## src/rtl/ram_loader.sv

```systemverilog
// Framed byte-stream loader: takes len/payload/checksum from the UART receiver,
// writes the payload to RAM addresses 0..N-1 and holds the CPU while a frame is in flight.
module ram_loader #(
  parameter int DATA_WIDTH     = 8,
  parameter int ADDR_WIDTH     = 8,
  parameter int TIMEOUT_CYCLES = 1000000
) (
  input  logic                  clk,
  input  logic                  rst_n,
  input  logic                  start,
  input  logic [DATA_WIDTH-1:0] rx_data,
  input  logic                  rx_valid,
  output logic                  ram_we,
  output logic [ADDR_WIDTH-1:0] ram_addr,
  output logic [DATA_WIDTH-1:0] ram_d_in,
  output logic                  busy,
  output logic                  cpu_hold,
  output logic                  done,
  output logic                  err
);

  localparam logic [2:0] S_IDLE = 3'd0;
  localparam logic [2:0] S_LEN  = 3'd1;
  localparam logic [2:0] S_DATA = 3'd2;
  localparam logic [2:0] S_CSUM = 3'd3;
  localparam logic [2:0] S_DONE = 3'd4;
  localparam logic [2:0] S_ERR  = 3'd5;

  // Count/index carry one extra bit so a zero length byte means a full 2^ADDR_WIDTH frame.
  localparam int CW = ADDR_WIDTH + 1;
  localparam int TW = $clog2(TIMEOUT_CYCLES);
  localparam logic [TW-1:0] TIMER_LAST = TW'(TIMEOUT_CYCLES - 1);

  logic [2:0]            state_q,    state_d;
  logic [CW-1:0]         count_q,    count_d;
  logic [CW-1:0]         index_q,    index_d;
  logic [DATA_WIDTH-1:0] sum_q,      sum_d;
  logic [TW-1:0]         timer_q,    timer_d;
  logic                  ram_we_q,   ram_we_d;
  logic [ADDR_WIDTH-1:0] ram_addr_q, ram_addr_d;
  logic [DATA_WIDTH-1:0] ram_d_in_q, ram_d_in_d;
  logic                  busy_q,     busy_d;
  logic                  done_q,     done_d;
  logic                  err_q,      err_d;
  logic [DATA_WIDTH-1:0] csum_total;

  // rx_valid is a one-cycle strobe with no back-pressure: every strobe seen in
  // LEN/DATA/CSUM is consumed in that cycle; strobes in IDLE/DONE/ERR are dropped.
  always_comb begin
    state_d    = state_q;
    count_d    = count_q;
    index_d    = index_q;
    sum_d      = sum_q;
    timer_d    = timer_q;
    ram_we_d   = 1'b0;
    ram_addr_d = ram_addr_q;
    ram_d_in_d = ram_d_in_q;
    busy_d     = busy_q;
    done_d     = done_q;
    err_d      = err_q;
    csum_total = sum_q + rx_data;

    case (state_q)
      S_IDLE, S_DONE, S_ERR: begin
        if (start) begin
          state_d = S_LEN;
          busy_d  = 1'b1;
          done_d  = 1'b0;
          err_d   = 1'b0;
          timer_d = '0;
        end
      end
      S_LEN, S_DATA, S_CSUM: begin
        if (rx_valid) begin
          timer_d = '0;
          if (state_q == S_LEN) begin
            count_d = (rx_data == '0) ? (CW'(1) << ADDR_WIDTH) : CW'(rx_data);
            index_d = '0;
            sum_d   = '0;
            state_d = S_DATA;
          end else if (state_q == S_DATA) begin
            ram_we_d   = 1'b1;
            ram_addr_d = index_q[ADDR_WIDTH-1:0];
            ram_d_in_d = rx_data;
            sum_d      = csum_total;
            index_d    = index_q + CW'(1);
            if (index_q == count_q - CW'(1)) begin
              state_d = S_CSUM;
            end
          end else begin
            busy_d = 1'b0;
            if (csum_total == '0) begin
              state_d = S_DONE;
              done_d  = 1'b1;
            end else begin
              state_d = S_ERR;
              err_d   = 1'b1;
            end
          end
        end else if (timer_q == TIMER_LAST) begin
          state_d = S_ERR;
          busy_d  = 1'b0;
          err_d   = 1'b1;
        end else begin
          timer_d = timer_q + TW'(1);
        end
      end
      default: begin
        state_d = S_IDLE;
        busy_d  = 1'b0;
      end
    endcase
  end

  always_ff @(posedge clk or negedge rst_n) begin
    if (!rst_n) begin
      state_q    <= S_IDLE;
      count_q    <= '0;
      index_q    <= '0;
      sum_q      <= '0;
      timer_q    <= '0;
      ram_we_q   <= 1'b0;
      ram_addr_q <= '0;
      ram_d_in_q <= '0;
      busy_q     <= 1'b0;
      done_q     <= 1'b0;
      err_q      <= 1'b0;
    end else begin
      state_q    <= state_d;
      count_q    <= count_d;
      index_q    <= index_d;
      sum_q      <= sum_d;
      timer_q    <= timer_d;
      ram_we_q   <= ram_we_d;
      ram_addr_q <= ram_addr_d;
      ram_d_in_q <= ram_d_in_d;
      busy_q     <= busy_d;
      done_q     <= done_d;
      err_q      <= err_d;
    end
  end

  assign ram_we   = ram_we_q;
  assign ram_addr = ram_addr_q;
  assign ram_d_in = ram_d_in_q;
  assign busy     = busy_q;
  assign cpu_hold = busy_q;
  assign done     = done_q;
  assign err      = err_q;

endmodule
```

## config.mk

```make
export PLATFORM = sky130hd
export DESIGN_NAME = ram_loader
export DESIGN_NICKNAME = d
export VERILOG_FILES = /design/src/rtl/ram_loader.sv
export SDC_FILE = /design/constraint.sdc
export NUM_CORES = 1
export LEC_CHECK = 0
export ABC_CLOCK_PERIOD_IN_PS = 2150
export BUFFER_PORTS_ARGS = -buffer_cell sky130_fd_sc_hd__clkbuf_2
export CAP_MARGIN = 20
export CELL_PAD_IN_SITES_DETAIL_PLACEMENT = 1
export CELL_PAD_IN_SITES_GLOBAL_PLACEMENT = 1
export CORE_UTILIZATION = 41
export DETAILED_ROUTE_END_ITERATION = 12
export PLACE_DENSITY_LB_ADDON = 0.1
export SKIP_LAST_GASP = 1
export SLEW_MARGIN = 20
export SYNTH_ARGS = -nofsm -noshare
export SYNTH_HDL_FRONTEND = slang
export SYNTH_SLANG_ARGS = --single-unit
```

## constraint.sdc

```tcl
create_clock -name clk -period 2.15 [get_ports clk]
set_clock_uncertainty 0.05 [all_clocks]
set_input_delay 0.43 -clock clk [delete_from_list [all_inputs] [get_ports clk]]
set_output_delay 0.43 -clock clk [all_outputs]
set_load 0.03 [all_outputs]
```

==> results_dict.tcl <==
set metrics [dict create \
    synth-edff-count 0 \
    ys_ff_latch 69 \
    worstReg2RegStart "sum_q[3]" \
    clock_latency_ns 0.35 \
    critPathLaunchType "flop" \
    crit_required_ns 2.34 \
    internal_power_mw 3.330 \
    p_leak_nw 2.283 \
    cellPowerDensity_nw_per_um2 1139 \
    nets 527 \
    cp-startpoint "sum_q[3]" \
    p_clk_share_pct 18.4 \
    layout_setup_ws_ns -0.1916 \
    grt_usage_pct 23.35 \
    peakVddDrop_mv 0.5138 \
    min_period_over_period_pct 108.9 \
    clkSlewWorstSetupHoldPaths_ns 0.07 \
    cts_made_buffers 9 \
    netSwitchingFraction_pct 40.54 \
    grt_pass1_vias 3608 \
    grt_max_degree 70 \
    dr_total_vias 3409 \
    dpl.hpwl_um 7287 \
    synth.avg_cell_area_um2 9.156 \
    critPathArrivalTime_ns 2.53 \
    die_x_um 98.27 \
    gp_congestion 0.7738 \
    power_switching_mw 2.270 \
    hold_viol_final 0 \
    grt_pass1_wl_um 17800 \
    first_pass_iters 6 \
    num_rows 34 \
    wl_um 10560 \
    cts.path.max_buffers 2 \
    ios 33 \
    cpPeakStageDelay_ns 0.39 \
    run_status "complete, but fails checks" \
    ys_seq_area_share_pct 45.44 \
    grt_setup_unrepaired "yes" \
    initial_utilization_pct 42.94 \
    synth_ff_type "dfrtp_1" \
    worstHoldPathType "in -> async" \
    die_h_um 98.27 \
    regArea_um2 1727 \
    tightest_slew_ns 0.7255 \
    place_inst 595 \
    finalCriticalPeriod_ns 2.342 \
    async_reset_ff_share_pct 100.0 \
    final_common_cell "nand2_1" \
    critPathCaptureType "flop" \
    drv_cap 0 \
    drive_above_1_share_pct 29.39 \
    maxSlewViolCount 0 \
    crit_type "reg -> reg" \
    fmax_ghz 0.4271 \
    syn2layout_area_growth_pct 29.40 \
    n_fill_cell 1050 \
    multiInputGateArea_um2 2151 \
    crit_chain "ha_1 > buf_4 > o21ai_0 > a21oi_2 > buf_4 > buf_4 > a211oi_2 > buf_4 > nand4_1 > a22o_1" \
    holdWs_ns 0.04528 \
    portBuffers 32 \
    cts-root-buf "clkbuf_8" \
    synth_warnings 0 \
    placed_area_um2 4509 \
    design_area_um2 4917 \
    drc 0 \
    antenna_found_initial 0 \
    worst_path_max_delay_cell "dfrtp_1" \
    pwr-share-seq_pct 32.7 \
    hold_buffers 0 \
    finalSetupViolCount 5 \
    r2r_slack_ns -0.19 \
    violations "setup timing" \
    drt_first_iter_violations 120 \
    die-area_um2 9657 \
    slew_headroom_pct 51.46 \
    synth_area_um2 3800 \
    tritoncts "yes" \
    grt_overflow 0 \
    cts.sinks 69 \
    instances_no_fill 615 \
    layout_common_cells "74 x nand2_1, 69 x dfrtp_1, 63 x buf_4" \
    p_comb_share_pct 48.9 \
    postRouteAntennaNets 0 \
    critPathMaxFanout 3 \
    cts_htree_levels 3 \
    viasPerCell 5.543 \
    syn-num-nets 438 \
    wl_per_cell_um 17.17 \
    synth_cell_types 59 \
    core_um2 8848 \
    crit_top_cell "buf_4" \
    antennaDiodeCount 0 \
    syn_inst 415 \
]
-- Yosys cell counts, types with 2 or more instances --
cell	n	share of area, %
nor4b_1	6	1.4
xor2_1	13	3.0
nand4_1	6	0.99
a22o_1	6	1.4
a211oi_1	11	2.2
mux2_2	4	1.2
nor4_1	6	0.99
a21o_1	4	0.79
a31oi_1	2	0.33
o31ai_1	3	0.59
buf_2	4	0.53
nand2b_1	4	0.66
nor2_1	41	4.1
o21bai_1	2	0.40
xnor2_1	24	5.5
dfrtp_1	69	45
o21ai_1	2	0.26
clkbuf_1	10	0.99
inv_1	15	1.5
nor3b_1	2	0.40
and3_1	2	0.33
buf_1	3	0.30
nor3_1	3	0.40
a21oi_1	15	2.0
ha_1	10	3.3
o21ai_0	23	3.0
nand2_1	75	7.4
a2111oi_0	2	0.46
and2_1	2	0.33
o22ai_1	2	0.33
nand3_1	13	1.7
and4_1	3	0.69
or3_1	2	0.33
-- worst max-delay path, delay by kind of cell (launching register included) --
family / cells / cell delay, ns
and+or+nand+nor: 1 / 0.10
DFF: 1 / 0.39
buffers and inverters: 4 / 0.58
AOI/OAI and AO/OA: 4 / 0.79
adders and majority gates: 1 / 0.31
-- power by group through the flow --
stage | combinational [mW] | sequential, mW | clock (mW)
3_5_place_dp | 2.47 | 1.85 | 0
2_1_floorplan | 1.35 | 1.98 | 0
3_3_place_gp | 2.37 | 1.83 | 0
4_1_cts | 2.56 | 1.83 | 1.06
5_1_grt | 2.99 | 1.87 | 1.11
6_report | 2.74 | 1.83 | 1.03
-- cells by family after synthesis --
group	count (synthesis)	synth area share (%)
flops	69	45.44
compound gates	83	15.08
xor+xnor	37	8.528
fa+ha+maj	12	4.083
simple gates	175	21.80
mux	4	1.185
buf+inv	35	3.885
-- layout make-up --
class	instances	share of cell area, %
multi-input combinational	311	43.74
sequential	69	35.11
timing repair buffer	97	13.51
clock buffer	12	2.952
tap	108	2.748
inverter	16	1.221
clock inverter	2	0.7125
-- metal layers --
metal  global-route usage [%]  vias to the layer above  part of all wire, %
li1                         -                     1617                    -
met1                    30.72                     1720                   47
met2                    39.49                       54                   49
met3                    4.438                       18                  2.3
met4                    6.315                        0                  1.9
met5                        0                        -                    0
-- stage by stage --
| step | util, % | power, mW | setup slack (ns) | setup TNS (ns) |
|---|---|---|---|---|
| finish | 55.57 | 5.600 | -0.1916 | -0.5153 |
| global route | 55.57 | 5.973 | -0.2999 | -1.958 |
| CTS | 53.78 | 5.450 | -0.2119 | -0.5949 |
| detailed placement | 50.96 | 4.317 | -0.3778 | -1.816 |
| global placement | 50.96 | 4.200 | -0.3244 | -0.9014 |
| floorplan | - | 3.332 | -0.07672 | -0.07672 |
-- timing repair --
| item | CTS | global route |
|---|---|---|
| gates resized for setup | 10 | 22 |
| cloned | 0 | 0 |
| setup buffers | 3 | 4 |
| setup endpoints to repair | 19 | 24 |
| pin swaps | 3 | 14 |
-- worst paths after layout --
| kind | end | cells past startpoint |
|---|---|---|
| setup reg to reg | err | 10 |
| hold / removal | ram_addr[4] | 2 |
| max in group asynchronous | sum_q[0] | 2 |
| min in group clk | ram_d_in[7] | 3 |
| hold reg to reg | ram_addr[4] | 2 |
| setup / recovery | err | 10 |
-- registers in the layout (all words and copies together), names as in the netlist --
name      flops
done          1
index_q       9
ram_addr      8
sum_q         8
timer_q      20
ram_d_in      8
state_q       3
err           1
ram_we        1
count_q       9
busy          1
Power figures use the tool's default switching activity.
